==> src/rtl/traffic_timing_loader.sv <==
// traffic_timing_loader: collects six BCD keypad digits (Tpv, Tsv, Ta as
// tens/units pairs), range-checks the three times, waits for a safe point
// from the semaphore controller, then writes the digits one-hot into the
// timing register bank.
// Optional build macro: CFG_ENTRY_TIMEOUT_EN adds an idle-cycle watchdog
// during digit entry (limit ENTRY_TIMEOUT cycles).
module traffic_timing_loader #(
   parameter int unsigned MIN_TIME      = 5,
   parameter int unsigned MAX_TIME      = 99,
   parameter int unsigned ENTRY_TIMEOUT = 1000
) (
   input  logic       clock,
   input  logic       reset,
   input  logic       cmdStart,
   input  logic       cmdAbort,
   input  logic       digitValid,
   input  logic [3:0] dataIn,
   input  logic       commitAllowed,
   output logic [5:0] RegisterSelect,
   output logic [3:0] dataOut,
   output logic       busy,
   output logic [1:0] stage,
   output logic       done,
   output logic       error
);

   typedef enum logic [2:0] {
      S_IDLE,
      S_ENTRY,
      S_CHECK,
      S_WAIT_SAFE,
      S_WRITE,
      S_ERROR
   } state_t;

   localparam logic [6:0] MIN_T = 7'(MIN_TIME);
   localparam logic [6:0] MAX_T = 7'(MAX_TIME);

   // Reject nonsensical configurations at elaboration time.
   if (MIN_TIME > MAX_TIME || MAX_TIME > 99 || ENTRY_TIMEOUT < 1) begin : g_bad_cfg
      $error("traffic_timing_loader: invalid MIN_TIME/MAX_TIME/ENTRY_TIMEOUT");
   end

   // Two BCD digits to a binary seconds value (max 99, fits in 7 bits).
   function automatic logic [6:0] bcd_value(input logic [3:0] tens, input logic [3:0] units);
      return (7'(tens) * 7'd10) + 7'(units);
   endfunction

   function automatic logic in_range(input logic [6:0] v);
      return (v >= MIN_T) && (v <= MAX_T);
   endfunction

   state_t      state_q, state_d;
   logic [2:0]  cnt_q, cnt_d;
   logic [2:0]  wr_idx_q, wr_idx_d;
   logic [3:0]  shadow_q [6];
   logic [3:0]  shadow_d [6];
   logic [5:0]  sel_q, sel_d;
   logic [3:0]  dout_q, dout_d;
   logic        busy_q, busy_d;
   logic [1:0]  stage_q, stage_d;
   logic        done_q, done_d;
   logic        error_q, error_d;
   logic        range_ok;

`ifdef CFG_ENTRY_TIMEOUT_EN
   localparam int TMO_W = $clog2(ENTRY_TIMEOUT + 1);
   localparam logic [TMO_W-1:0] TMO_LAST = TMO_W'(ENTRY_TIMEOUT - 1);
   logic [TMO_W-1:0] tmo_q, tmo_d;
`endif

   // Shadow slots are ordered like RegisterSelect bits: 0=Tpv tens ... 5=Ta units.
   assign range_ok = in_range(bcd_value(shadow_q[0], shadow_q[1])) &&
                     in_range(bcd_value(shadow_q[2], shadow_q[3])) &&
                     in_range(bcd_value(shadow_q[4], shadow_q[5]));

   // Next-state and next-output logic; every output is registered from here.
   always_comb begin
      state_d  = state_q;
      cnt_d    = cnt_q;
      wr_idx_d = wr_idx_q;
      shadow_d = shadow_q;
      sel_d    = 6'd0;
      dout_d   = 4'd0;
      done_d   = 1'b0;
      error_d  = error_q;
      stage_d  = stage_q;
`ifdef CFG_ENTRY_TIMEOUT_EN
      tmo_d    = tmo_q;
`endif
      case (state_q)
         S_IDLE: begin
            // Start beats a simultaneous abort; stray digits are ignored here.
            if (cmdStart) begin
               state_d = S_ENTRY;
               error_d = 1'b0;
               cnt_d   = 3'd0;
               stage_d = 2'd0;
`ifdef CFG_ENTRY_TIMEOUT_EN
               tmo_d   = '0;
`endif
            end
         end
         S_ENTRY: begin
            if (cmdAbort) begin
               state_d = S_IDLE;
            end else if (digitValid) begin
`ifdef CFG_ENTRY_TIMEOUT_EN
               tmo_d = '0;
`endif
               if (dataIn > 4'd9) begin
                  state_d = S_ERROR;
                  error_d = 1'b1;
               end else begin
                  shadow_d[cnt_q] = dataIn;
                  cnt_d = cnt_q + 3'd1;
                  if (cnt_q == 3'd5) begin
                     state_d = S_CHECK;
                  end else begin
                     stage_d = cnt_d[2:1];
                  end
               end
            end
`ifdef CFG_ENTRY_TIMEOUT_EN
            else if (tmo_q == TMO_LAST) begin
               state_d = S_ERROR;
               error_d = 1'b1;
            end else begin
               tmo_d = tmo_q + TMO_W'(1);
            end
`endif
         end
         S_CHECK: begin
            if (cmdAbort) begin
               state_d = S_IDLE;
            end else if (range_ok) begin
               state_d = S_WAIT_SAFE;
            end else begin
               state_d = S_ERROR;
               error_d = 1'b1;
            end
         end
         S_WAIT_SAFE: begin
            if (cmdAbort) begin
               state_d = S_IDLE;
            end else if (commitAllowed) begin
               state_d  = S_WRITE;
               wr_idx_d = 3'd0;
            end
         end
         S_WRITE: begin
            // Runs to completion regardless of commitAllowed, abort or start.
            if (wr_idx_q < 3'd6) begin
               sel_d    = 6'b100000 >> wr_idx_q;
               dout_d   = shadow_q[wr_idx_q];
               wr_idx_d = wr_idx_q + 3'd1;
            end else begin
               done_d  = 1'b1;
               state_d = S_IDLE;
            end
         end
         S_ERROR: begin
            state_d = S_IDLE;
         end
         default: begin
            state_d = S_IDLE;
         end
      endcase
      busy_d = (state_d != S_IDLE);
   end

   // Control state and registered outputs with synchronous reset.
   always_ff @(posedge clock) begin
      if (reset) begin
         state_q  <= S_IDLE;
         cnt_q    <= 3'd0;
         wr_idx_q <= 3'd0;
         sel_q    <= 6'd0;
         dout_q   <= 4'd0;
         busy_q   <= 1'b0;
         stage_q  <= 2'd0;
         done_q   <= 1'b0;
         error_q  <= 1'b0;
`ifdef CFG_ENTRY_TIMEOUT_EN
         tmo_q    <= '0;
`endif
      end else begin
         state_q  <= state_d;
         cnt_q    <= cnt_d;
         wr_idx_q <= wr_idx_d;
         sel_q    <= sel_d;
         dout_q   <= dout_d;
         busy_q   <= busy_d;
         stage_q  <= stage_d;
         done_q   <= done_d;
         error_q  <= error_d;
`ifdef CFG_ENTRY_TIMEOUT_EN
         tmo_q    <= tmo_d;
`endif
      end
   end

   // Shadow digits need no reset: every sequence rewrites all six before use.
   always_ff @(posedge clock) begin
      shadow_q <= shadow_d;
   end

   assign RegisterSelect = sel_q;
   assign dataOut        = dout_q;
   assign busy           = busy_q;
   assign stage          = stage_q;
   assign done           = done_q;
   assign error          = error_q;

endmodule

==> config.mk <==
export PLATFORM = sky130hd
export DESIGN_NAME = traffic_timing_loader
export DESIGN_NICKNAME = d
export VERILOG_FILES = /design/src/rtl/traffic_timing_loader.sv
export SDC_FILE = /design/constraint.sdc
export NUM_CORES = 1
export LEC_CHECK = 0
export CORE_MARGIN = 10
export CORE_UTILIZATION = 60
export CTS_BUF_LIST = sky130_fd_sc_hd__clkbuf_2 sky130_fd_sc_hd__clkbuf_4 sky130_fd_sc_hd__clkbuf_8
export DETAILED_ROUTE_END_ITERATION = 10
export PLACE_DENSITY = 0.88
export SETUP_SLACK_MARGIN = 0.05
export SLEW_MARGIN = 10
export SYNTH_ARGS = -nofsm -noshare
export SYNTH_HDL_FRONTEND = slang
export SYNTH_SLANG_ARGS = --single-unit
export TNS_END_PERCENT = 30
==> constraint.sdc <==
create_clock -name clock -period 7.2 [get_ports clock]
set_input_delay 0.72 -clock clock [delete_from_list [all_inputs] [get_ports clock]]
set_output_delay 0.72 -clock clock [all_outputs]
set_load 0.005 [all_outputs]
* Word level (Yosys, flattened, before mapping)
Index checks and enable logic that the tools add are counted.
** Cells by class
- Bitwise logic cells :: 6
- Muxes and demuxes :: 40
- Magnitude comparators :: 11
- $mul :: 3
- Shift-type cells :: 1
- Add/sub/neg operators :: 5
- Eq/ne operators :: 16
- Reduce and logical (&&, ||, !) cells :: 18
** Operators by type and width (count)
- 3-bit two-way mux :: 17
- 24-bit bitwise mux :: 1
- 2-bit != test (second input constant) :: 11
- 7-bit by 4-bit adder with 7-bit output :: 3
- 7-bit by 3-bit greater-or-equal comparator with 1-bit output (second input constant) :: 3
- 7-bit <= comparator (second input constant) :: 3
- 4-bit by 3-bit multiplier with 6-bit output (second input constant) :: 3
- 3-bit one-hot mux with 5 select lines :: 1
- 4-bit binary-select mux with 3-bit select :: 1
- 4-bit demux with 3-bit select :: 1
- 4-bit two-way mux :: 3
- 3-bit one-hot mux with 2 select lines :: 2
- 2-bit two-way mux :: 5
- 4-bit greater-or-equal comparator (second input constant) :: 2
- 3-bit NOT with 4-bit output :: 2
- 4-bit AND reduction :: 2
- 1-bit two-way mux :: 7
- 7-bit AND reduction :: 1
- 3-bit by 1-bit adder with 3-bit output (second input constant) :: 2
- 3-bit by 2-bit equality test with 1-bit output (second input constant) :: 2
- 3-bit equality test (second input constant) :: 2
- 1-bit logical AND :: 6
- 6-bit AND reduction :: 1
- 3-bit nonzero test :: 2
- other kinds (13) :: 17
** Word-level totals
- Word-level logic and storage cells :: 115
- Register bits after elaboration :: 48
- Output and inout port bits :: 15
- Input port bits :: 10

* Depth between registers and ports, before layout
Gate-level depths: netlist of run 1.
- Depth in word-level cells :: 10
- Mapped depth :: 9
- Gate-level depth less buffers :: 9

* Worst setup path after synthesis of run 1
No wires, ideal clock.
- Path kind :: register to register
- Start :: register shadow_q[13] in the netlist's numbering
- End :: register state_q[1]
- Arrival time :: 2.357 ns
- Slack :: 4.727 ns
- Library setup time :: 0.116 ns
- Buffers on the path :: 0
- Period minus slack after synthesis :: 2.473 ns
- Stages on the path, launching flop included :: 10
- Required time :: 7.084 ns
- Cells stage by stage :: edfxtp_1 ha_1 ha_1 fa_1 nand2_1 a21oi_2 xnor2_1 nor4b_1 a311oi_2 a41o_1
** Between the ends
- Word-level cells in the longest chain between the ends :: 9
- Elaborated cells between the ends (all ways) :: 10
- Classes of those cells :: 1 x add/sub; 1 x mul; 2 x order compare; 3 x mux; 3 x reduce/logical
** Ends and longest elaborated chain
- start, declared :: RTL line 56 : logic [3:0] shadow_q [6];
- start signal, assigned :: RTL line 205 : shadow_q <= shadow_d;
- 4-bit by 3-bit multiplier with 6-bit output (*) :: RTL line 46 : return (7'(tens) * 7'd10) + 7'(units);
- 7-bit by 4-bit adder with 7-bit output (*) :: RTL line 46
- 7-bit by 3-bit greater-or-equal comparator with 1-bit output / 7-bit <= comparator (equally long branches) :: RTL line 50 : return (v >= MIN_T) && (v <= MAX_T);
- 1-bit logical AND (*) :: RTL line 50
- 1-bit logical AND (*) :: RTL line 73 : assign range_ok = in_range(bcd_value(shadow_q[0], shadow_q[1])) &&
- 1-bit logical AND (*) :: RTL line 74 : in_range(bcd_value(shadow_q[2], shadow_q[3])) &&
- 3-bit two-way mux (*) :: RTL line 136 : end else if (range_ok) begin
- 3-bit two-way mux (*) :: RTL line 134 : if (cmdAbort) begin
- 3-bit one-hot mux with 5 select lines (*) :: RTL line 91 : case (state_q)
- end signal, assigned :: RTL line 188 : state_q <= state_d;
- end, declared :: RTL line 53 : state_t state_q, state_d;
Mark *: on every way between the ends. The rest lies on a longest branch, timed or not.
A chain may end at the register's enable or synchronous reset.

* Worst setup path after layout of run 1
- Start :: register shadow_q[21] in the netlist's numbering
- End :: register state_q[1]
The elaborated chain is that of the path after synthesis.

==> results of run 1 <==
## final cells by class
cell class                 count  area share, %
multi-input combinational    199           48.5
sequential                    48           37.1
timing repair buffer          24           7.41
clock buffer                   5           2.12
tap                           54           2.08
clock inverter                 3           1.47
inverter                      12           1.39
## layout by cell type, fill, tap and decap left out, types with 8 or more instances in the layout
master,netlist,routed
a21oi_1,9,9
dfxtp_1,24,24
edfxtp_1,24,24
nand2_1,21,21
nand3_1,8,8
ha_1,25,25
nor2_1,25,25
inv_1,12,12
clkdlybuf4s50_1,0,24
o21ai_0,10,10
## kinds of logic (layout without fill, tap and decap cells)
logic type      count (synthesis)  count (layout)
mux                            11              11
simple gates                   97              97
fa+ha+maj                      31              31
flops                          48              48
buf+inv                        19              44
xor+xnor                       13              13
compound gates                 47              47
## worst max path at each step
stage                                 from                     end  cells after the start
global route        shadow_q[21]$_DFFE_PP_   state_q[1]$_SDFF_PP0_                      9
floorplan           shadow_q[13]$_DFFE_PP_   state_q[1]$_SDFF_PP0_                      9
global placement                 dataIn[1]  shadow_q[20]$_DFFE_PP_                      5
finish              shadow_q[21]$_DFFE_PP_   state_q[1]$_SDFF_PP0_                      9
detailed placement               dataIn[1]  shadow_q[22]$_DFFE_PP_                      5
CTS                 shadow_q[21]$_DFFE_PP_   state_q[1]$_SDFF_PP0_                      9
## metal layers
metal  vias to the layer above  wire, um  track usage [%]  share of wire, %
met5                         -         0                0                 0
met4                         0       170             7.80               2.9
met3                        19       405             4.65               6.9
met2                        80      2850             26.4                49
met1                       974      2430             18.5                42
li1                       1014         -                -                 -
## metrics by stage
step | hold slack [ps] | std cells | worst slack (ps) | utilization [%] | instance area (um2)
after floorplan | 448 | 266 | 4730 | - | 2860
after global placement | 446 | 337 | 4410 | 67.1 | 3130
after detailed placement | 448 | 337 | 4290 | 67.1 | 3130
after CTS | 464 | 345 | 4460 | 69.6 | 3240
after global routing | 490 | 345 | 4330 | 69.6 | 3240
final | 460 | 345 | 4470 | 69.6 | 3240
## worst max-delay path, stage by stage, from the launching register on
cell and delay (ps):
edfxtp_1 490, ha_1 330, ha_1 210, fa_1 510, a21boi_0 190, o2bb2ai_1 160
a211o_1 130, mux2i_1 80, a311oi_2 350, a41o_1 220
## flip-flops by register name (all words and copies together) (netlist names)
signal / cells
dataOut: 4
cnt_q: 3
shadow_q: 24
wr_idx_q: 3
state_q: 3
busy: 1
RegisterSelect: 6
done: 1
error: 1
stage: 2
## where the power goes
group	switching, mW	internal (mW)	leakage, nW
combinational	0.0181	0.0157	0.740
sequential	0.00289	0.288	0.410
clock	0.0940	0.105	0.0583
total	0.115	0.408	1.21
==> flow_summary.toml, run 1 <==
[worst_setup_path]
r2r-start = "shadow_q[21]$_DFFE_PP_"
reg2reg_slack_ps = 4470
crit_path_max_fanout = 4
startpoint_type = "flop"
reg2reg_depth = 9
arrival_ps = 2990
end_kind = "flop"
cp.required_ps = 7460
path_class = "reg -> reg"
reg2reg_to = "state_q[1]$_SDFF_PP0_"

[sta]
setup_viol = 0
period_share_pct = 38.0
min_period_ps = 2730
drv_slew = 0
tightest_slew_ps = 677
fin_skew_ps = 6.01
rsz0062_at_grt = "no"
max_freq_mhz = 366
hold_viol_final = 0
slew_headroom_pct = 54.5
tns_ps = 0

[detailed_routing]
post-route-drc-count = 0
routedWlPerCell_um = 17.0
routed_via_density = 6.05
detail-route-antenna-nets = 0
num_vias = 2087
wl_mm = 5.86
dr.pass1.iters = 4
drtIter0Drc = 118

[clocking]
root_buffer = "clkbuf_8"
hold_buffers = 0
max-clock-path-buffers = 2
clk_pin_slew_ps = 90
cts_tree = "built"
worstSkewPairLatency_ps = 310
cts_setup_buffers = 0
cts.repair.resized = 0
numCtsBuffers = 5
htreeDepth = 2
cts.sinks = 48

[min_path]
min_path_type = "reg -> reg"
hold_path_end = "stage[1]$_SDFFE_PP0P_"
hold_path.startpoint = "stage[1]$_SDFFE_PP0P_"
min_path_cells = 2

[synth]
synthMuxAreaShare_pct = 5.60
syn-num-nets = 307
syn_area_mm2 = 0.00286
synth_compound_area_share_pct = 11.9
async_flop_share_pct = 0
ys_top_cells_by_count = "ha_1, nor2_1, dfxtp_1, edfxtp_1, nand2_1"
synth_cell_types = 58
synth_ff_type = "edfxtp_1"
synth_edf_count = 24
synth_top_family_by_area = "simple AND/OR/NAND/NOR gates"
yosysSeqAreaShare_pct = 42.0
avgSynthCellArea_um2 = 10.8
synthAdderAreaFrac_pct = 15.1
ys_seq_elements = 48
synthSimpleGateAreaFrac_pct = 18.1
syn_inst = 266
yosysTopAreaCell = "edfxtp_1"
yosys_warnings = 0
synth_xor_area_share_pct = 4.24
synth_top_area_share_pct = 25.2
synthTopCellsByArea = "edfxtp_1, dfxtp_1, ha_1"

[die]
start_util_pct = 61.4
core_area_mm2 = 0.00466
die_area_mm2 = 0.00793
rows = 25
die_w_um = 89.0
ioPinCount = 25
die_h_um = 89.0

[pwr]
p_leak_nw = 1.21
ir_drop_mv = 0.140
power.density_mw_per_mm2 = 161
total_power_mw = 0.523

[final_layout]
multi_input_area_mm2 = 0.00157
fin_nets = 331
drive_above_1_share_pct = 9.62
syn_to_final_growth_pct = 13.3
register_area_mm2 = 0.00120
nFillCells = 329
diodes = 0

[grt]
grt_overflow = 0
grtUsageTotal_pct = 15.9
grt_max_degree = 17
grt_pass1_vias = 2079
grt_pass1_wl_mm = 9.80
antenna_found_initial = 0

[flow_run]
maxCapViolations = 0

[outcome]
status = "finished clean"

[placed_design]
io_buffers = 24
dpl.hpwl_mm = 4.48
gp_congestion = 0.900
Note: power is estimated with default switching activity, not from simulation.
==> run 2, diff against run 1 <==
CORE_UTILIZATION = 54   (was 60)
PLACE_DENSITY = 0.84   (was 0.88)
clock period = 2.4 ns   (was 7.2 ns; I/O delays follow)
==> run 2 against run 1 <==
  * The run now ends with negative setup slack left
  * Critical path depth grew 1
  * Routed wire length rose by 8.4%
  * Global-route usage shrank 0.94 points
  * Clock power increased to 4.0 times the previous value
  * Worst hold slack improved by 17 ps
  * Utilization down 0.25 points
  * Register-to-register slack got worse by 4700 ps
  * Die area up 8.6%
  * Final cell count up 12%
  * Combinational power grew to 3.6 times the previous value
  * Largest cell class unchanged
  * Via count rose by 6.5%
==> flow_summary.toml, run 2 (same netlist as run 1, synthesis figures left out) <==
[sta]
rsz0062_at_grt = "yes"
worst_hold_slack_ps = 477
fin_skew_ps = 2.27
min_period_ps = 2590
setup_viol = 3
drv_slew = 0
period_share_pct = 108
slew_headroom_pct = 67.8
max_freq_mhz = 386
hold_viol_final = 0
tightest_slew_ps = 482
layout_setup_ws_ps = -191

[detailed_routing]
drtIter0Drc = 140
detail-route-antenna-nets = 0
routed_via_density = 5.76
num_vias = 2222
routedWlPerCell_um = 16.4
post-route-drc-count = 0
wl_mm = 6.35
dr.pass1.iters = 5

[clocking]
clk_pin_slew_ps = 80
cts_tree = "built"
root_buffer = "clkbuf_8"
cts.sinks = 48
numCtsBuffers = 5
hold_buffers = 0
htreeDepth = 2
max-clock-path-buffers = 2
worstSkewPairLatency_ps = 300

[min_path]
min_path_type = "reg -> reg"
hold_path.startpoint = "stage[1]$_SDFFE_PP0P_"
hold_path_end = "stage[1]$_SDFFE_PP0P_"
min_path_cells = 2

[worst_setup_path]
path_class = "reg -> reg"
crit_path_max_fanout = 4
end_kind = "flop"
startpoint_type = "flop"
path_cells = "buf_4 > ha_1 > fa_2 > xnor2_2 > nand4b_1 > a211o_1 > mux2i_2 > a311oi_2 > buf_4 > a41o_1"
reg2reg_depth = 10
r2r-start = "shadow_q[20]$_DFFE_PP_"
cp_top_family = "adder cells"
slowest_delay_ps = 430
arrival_ps = 2790
crit_buf_inv = 2
cpMostUsedCell = "buf_4"
startpoint = "shadow_q[20]$_DFFE_PP_"
cp_slowest_cell = "edfxtp_1"
cp.required_ps = 2600
reg2reg_to = "state_q[1]$_SDFF_PP0_"
reg2reg_slack_ps = -190

[grt]
grt_max_degree = 16
grt_overflow = 0
grt_pass1_vias = 2263
antenna_found_initial = 0
grt_pass1_wl_mm = 10.7
grtUsageTotal_pct = 15.0

[placed_design]
io_buffers = 24
gp_congestion = 0.869
dpl.hpwl_mm = 4.75
place_area_mm2 = 0.00335
dp_slack_ps = -234
placed_cells = 376

[die]
die_area_mm2 = 0.00861
die_h_um = 92.8
rows = 26
ioPinCount = 25
start_util_pct = 56.0
core_area_mm2 = 0.00511
die_w_um = 92.8

[final_layout]
largest_reg_flops = 24
fin_nets = 356
drive_above_1_share_pct = 19.9
final_cells = 386
diodes = 0
fin_area_mm2 = 0.00354
syn_to_final_growth_pct = 23.8
final_cell_mix = "nor2_1, buf_4, dfxtp_1, clkdlybuf4s50_1, edfxtp_1"
top_register = "shadow_q"

[pwr]
p_clk_share_pct = 44.2
netSwitchingPower_mw = 0.331
power.density_mw_per_mm2 = 501
total_power_mw = 1.77
swShare_pct = 18.6
p_comb_share_pct = 6.8
p_leak_nw = 1.36
p_int_mw = 1.44
seq_power_share_pct = 48.9
ir_drop_mv = 0.445

[flow_run]
maxCapViolations = 0

[outcome]
violations = "negative setup slack"
status = "finished, violations left"
run 2: cell types whose count changed in the layout (fill, tap and decap cells not counted), moves of 2 or more:
cell | previous run | this run
xnor2_2 | 1 | 3
ha_2 | 0 | 2
clkinv_4 | 2 | 0
ha_1 | 25 | 23
bufinv_16 | 1 | 3
xnor2_1 | 6 | 4
buf_4 | 0 | 25
run 2: power groups by stage:
stage / sequential (mW) / clock (mW) / combinational (mW)
after floorplan: 0.887 / 0 / 0.0661
after global placement: 0.887 / 0 / 0.112
after detailed placement: 0.887 / 0 / 0.114
after CTS: 0.868 / 0.799 / 0.119
after global routing: 0.869 / 0.826 / 0.131
final: 0.868 / 0.784 / 0.121
run 2: per-stage QoR:
step | TNS, ps | util [%]
floorplan | 0 | -
global placement | -183 | 65.5
detailed placement | -687 | 65.5
CTS | -403 | 69.1
global route | -666 | 69.3
finish | -401 | 69.3
run 2: worst max-delay path by stage:
stage	endpoint	slack [ps]	cells past startpoint
CTS	state_q[1]$_SDFF_PP0_	-190	10
global placement	state_q[1]$_SDFF_PP0_	-70	9
finish	state_q[1]$_SDFF_PP0_	-190	10
global route	state_q[1]$_SDFF_PP0_	-270	10
floorplan	state_q[1]$_SDFF_PP0_	5	9
detailed placement	error$_SDFFE_PP0P_	-230	9
run 2: timing repair:
item                       4_1_cts  5_1_grt
resized for setup                2        2
setup endpoints to repair        3        3
pin swaps                        4        1
buffers inserted                 2        0
run 2: final cells by class:
class | count | area [um2]
Tap cell | 70 | 87.6
Sequential cell | 48 | 1200
Fill cell | 369 | 1570
Multi-Input combinational cell | 199 | 1620
Inverter | 12 | 45.0
Clock inverter | 3 | 90.1
Timing Repair Buffer | 49 | 428
Clock buffer | 5 | 68.8
run 2: worst reg2reg max path, delay by kind of cell (launching register included):
family	cells	cell delay, ps
AO/OA/AOI/OAI	3	560
XOR/XNOR	1	250
adder cells (fa/ha/maj)	2	600
buffers and inverters	2	320
flip-flops	1	430
multiplexers	1	200
AND/OR/NAND/NOR	1	130
run 2: routing by layer:
| metal | routed length [um] | up-vias | global-route usage, % |
|---|---|---|---|
| met5 | 0 | - | 0 |
| met4 | 82 | 0 | 5.40 |
| met3 | 389 | 13 | 4.28 |
| met2 | 3200 | 81 | 26.5 |
| met1 | 2670 | 1064 | 16.8 |
| li1 | - | 1064 | - |
==> run 3, diff against run 2 <==
GPL_TIMING_DRIVEN = 0   (was default)
==> run 3 against run 2 <==
  * The flow still finishes with violations (negative setup slack)
  * Total power is 11% lower
  * Global-route usage is 0.90 points lower
  * Sequential power hardly changed
  * Worst setup slack better by 35 ps
  * Clock power is 24% lower
  * Clock skew is 1.5 ps higher
  * Largest power group unchanged
==> flow_summary.toml, run 3 (same netlist as run 1, synthesis figures left out) <==
[placed_design]
dpl.hpwl_mm = 4.42
io_buffers = 24
dp_slack_ps = -337
gp_congestion = 0.884
place_area_mm2 = 0.00322
placed_cells = 360

[sta]
hold_viol_final = 0
tns_ps = -296
setup_viol = 3
period_share_pct = 106
max_freq_mhz = 391
rsz0062_at_grt = "yes"
slew_headroom_pct = 52.6
min_period_ps = 2560
drv_slew = 0
fin_skew_ps = 3.80
layout_setup_ws_ps = -155
tightest_slew_ps = 706
worst_hold_slack_ps = 460

[clocking]
worstSkewPairLatency_ps = 310
cts.sinks = 48
numCtsBuffers = 5
clk_pin_slew_ps = 90
hold_buffers = 0
root_buffer = "clkbuf_8"
max-clock-path-buffers = 2
cts_tree = "built"
htreeDepth = 2

[outcome]
status = "finished, violations left"
violations = "negative setup slack"

[worst_setup_path]
slowest_delay_ps = 470
path_class = "reg -> reg"
path_cells = "ha_1 > ha_2 > fa_1 > a21boi_2 > o2bb2ai_2 > a211o_1 > mux2i_1 > a311oi_2 > buf_4 > a41o_1"
cp.required_ps = 2610
arrival_ps = 2760
cp_slowest_cell = "fa_1"
end_kind = "flop"
crit_path_max_fanout = 3
startpoint_type = "flop"

[pwr]
p_leak_nw = 1.30
power.density_mw_per_mm2 = 459
ir_drop_mv = 0.460

[detailed_routing]
drtIter0Drc = 132
dr.pass1.iters = 4
num_vias = 2145
wl_mm = 5.80
detail-route-antenna-nets = 0
routed_via_density = 5.64
routedWlPerCell_um = 15.3
post-route-drc-count = 0

[die]
rows = 26
die_h_um = 92.8
core_area_mm2 = 0.00511
die_w_um = 92.8
ioPinCount = 25
start_util_pct = 56.0
die_area_mm2 = 0.00861

[grt]
use_met2_pct = 22.9
use_met1_pct = 17.2
grt_pass1_wl_mm = 9.80
grt_pass1_vias = 2085
use_met3_pct = 4.44
grt.busiest_layer = "met2"
grt_max_degree = 17
antenna_found_initial = 0
grt_overflow = 0
grtUsageTotal_pct = 14.1

[final_layout]
final_cell_mix = "nor2_1, dfxtp_1, clkdlybuf4s50_1, edfxtp_1, ha_1"
layout_commonest_cell = "nor2_1"
fin_nets = 350
fin_area_mm2 = 0.00344
diodes = 0
syn_to_final_growth_pct = 20.1
drive_above_1_share_pct = 17.1
largest_reg_flops = 24
final_cells = 380
top_register = "shadow_q"

[min_path]
min_path_type = "reg -> reg"

[flow_run]
maxCapViolations = 0
[run 3: metrics by stage]
step / total power [mW] / util [%]
after floorplan: 0.953 / -
after global placement: 0.994 / 63.0
after detailed placement: 0.996 / 63.0
after CTS: 1.58 / 66.5
after global routing: 1.64 / 67.3
final: 1.58 / 67.3
[run 3: worst max-delay path: cells and delay by family (launching register included)]
kind / cells / cell delay (ps)
adders and majority gates: 3 / 950
AOI/OAI and AO/OA: 5 / 750
DFF: 1 / 440
buffers and inverters: 1 / 170
muxes: 1 / 160
[run 3: timing repair]
item | CTS | global route
endpoints found under the hold margin | 0 | 0
setup buffers | 8 | 4
resized for setup | 1 | 2
pin swaps | 5 | 0
setup endpoints to repair | 3 | 7
[run 3: metal layers]
metal,vias up,share of wire (%)
li1,1050,-
met1,1024,44
met2,60,47
met3,11,6.6
met4,0,1.8
met5,-,0
[run 3: layout make-up]
type	count	area, um2
Clock inverter	3	46.3
Tap cell	70	87.6
Timing Repair Buffer	36	330
Multi-Input combinational cell	199	1610
Clock buffer	5	68.8
Inverter	12	45.0
Buffer	7	42.5
Sequential cell	48	1200
Fill cell	385	1670
[run 3: power by group]
group | leakage, nW | internal (mW) | switching, mW
Clock | 0.0548 | 0.314 | 0.281
Sequential | 0.410 | 0.864 | 0.00409
Combinational | 0.835 | 0.0536 | 0.0595
[run 3: final timing paths]
path	slack, ps	depth (start not counted)	end	from
setup / recovery	-160	10	state_q[1]$_SDFF_PP0_	shadow_q[23]$_DFFE_PP_
hold / removal	460	2	stage[1]$_SDFFE_PP0P_	stage[1]$_SDFFE_PP0P_
setup reg to reg	-160	10	state_q[1]$_SDFF_PP0_	shadow_q[23]$_DFFE_PP_
hold reg to reg	460	2	stage[1]$_SDFFE_PP0P_	stage[1]$_SDFFE_PP0P_
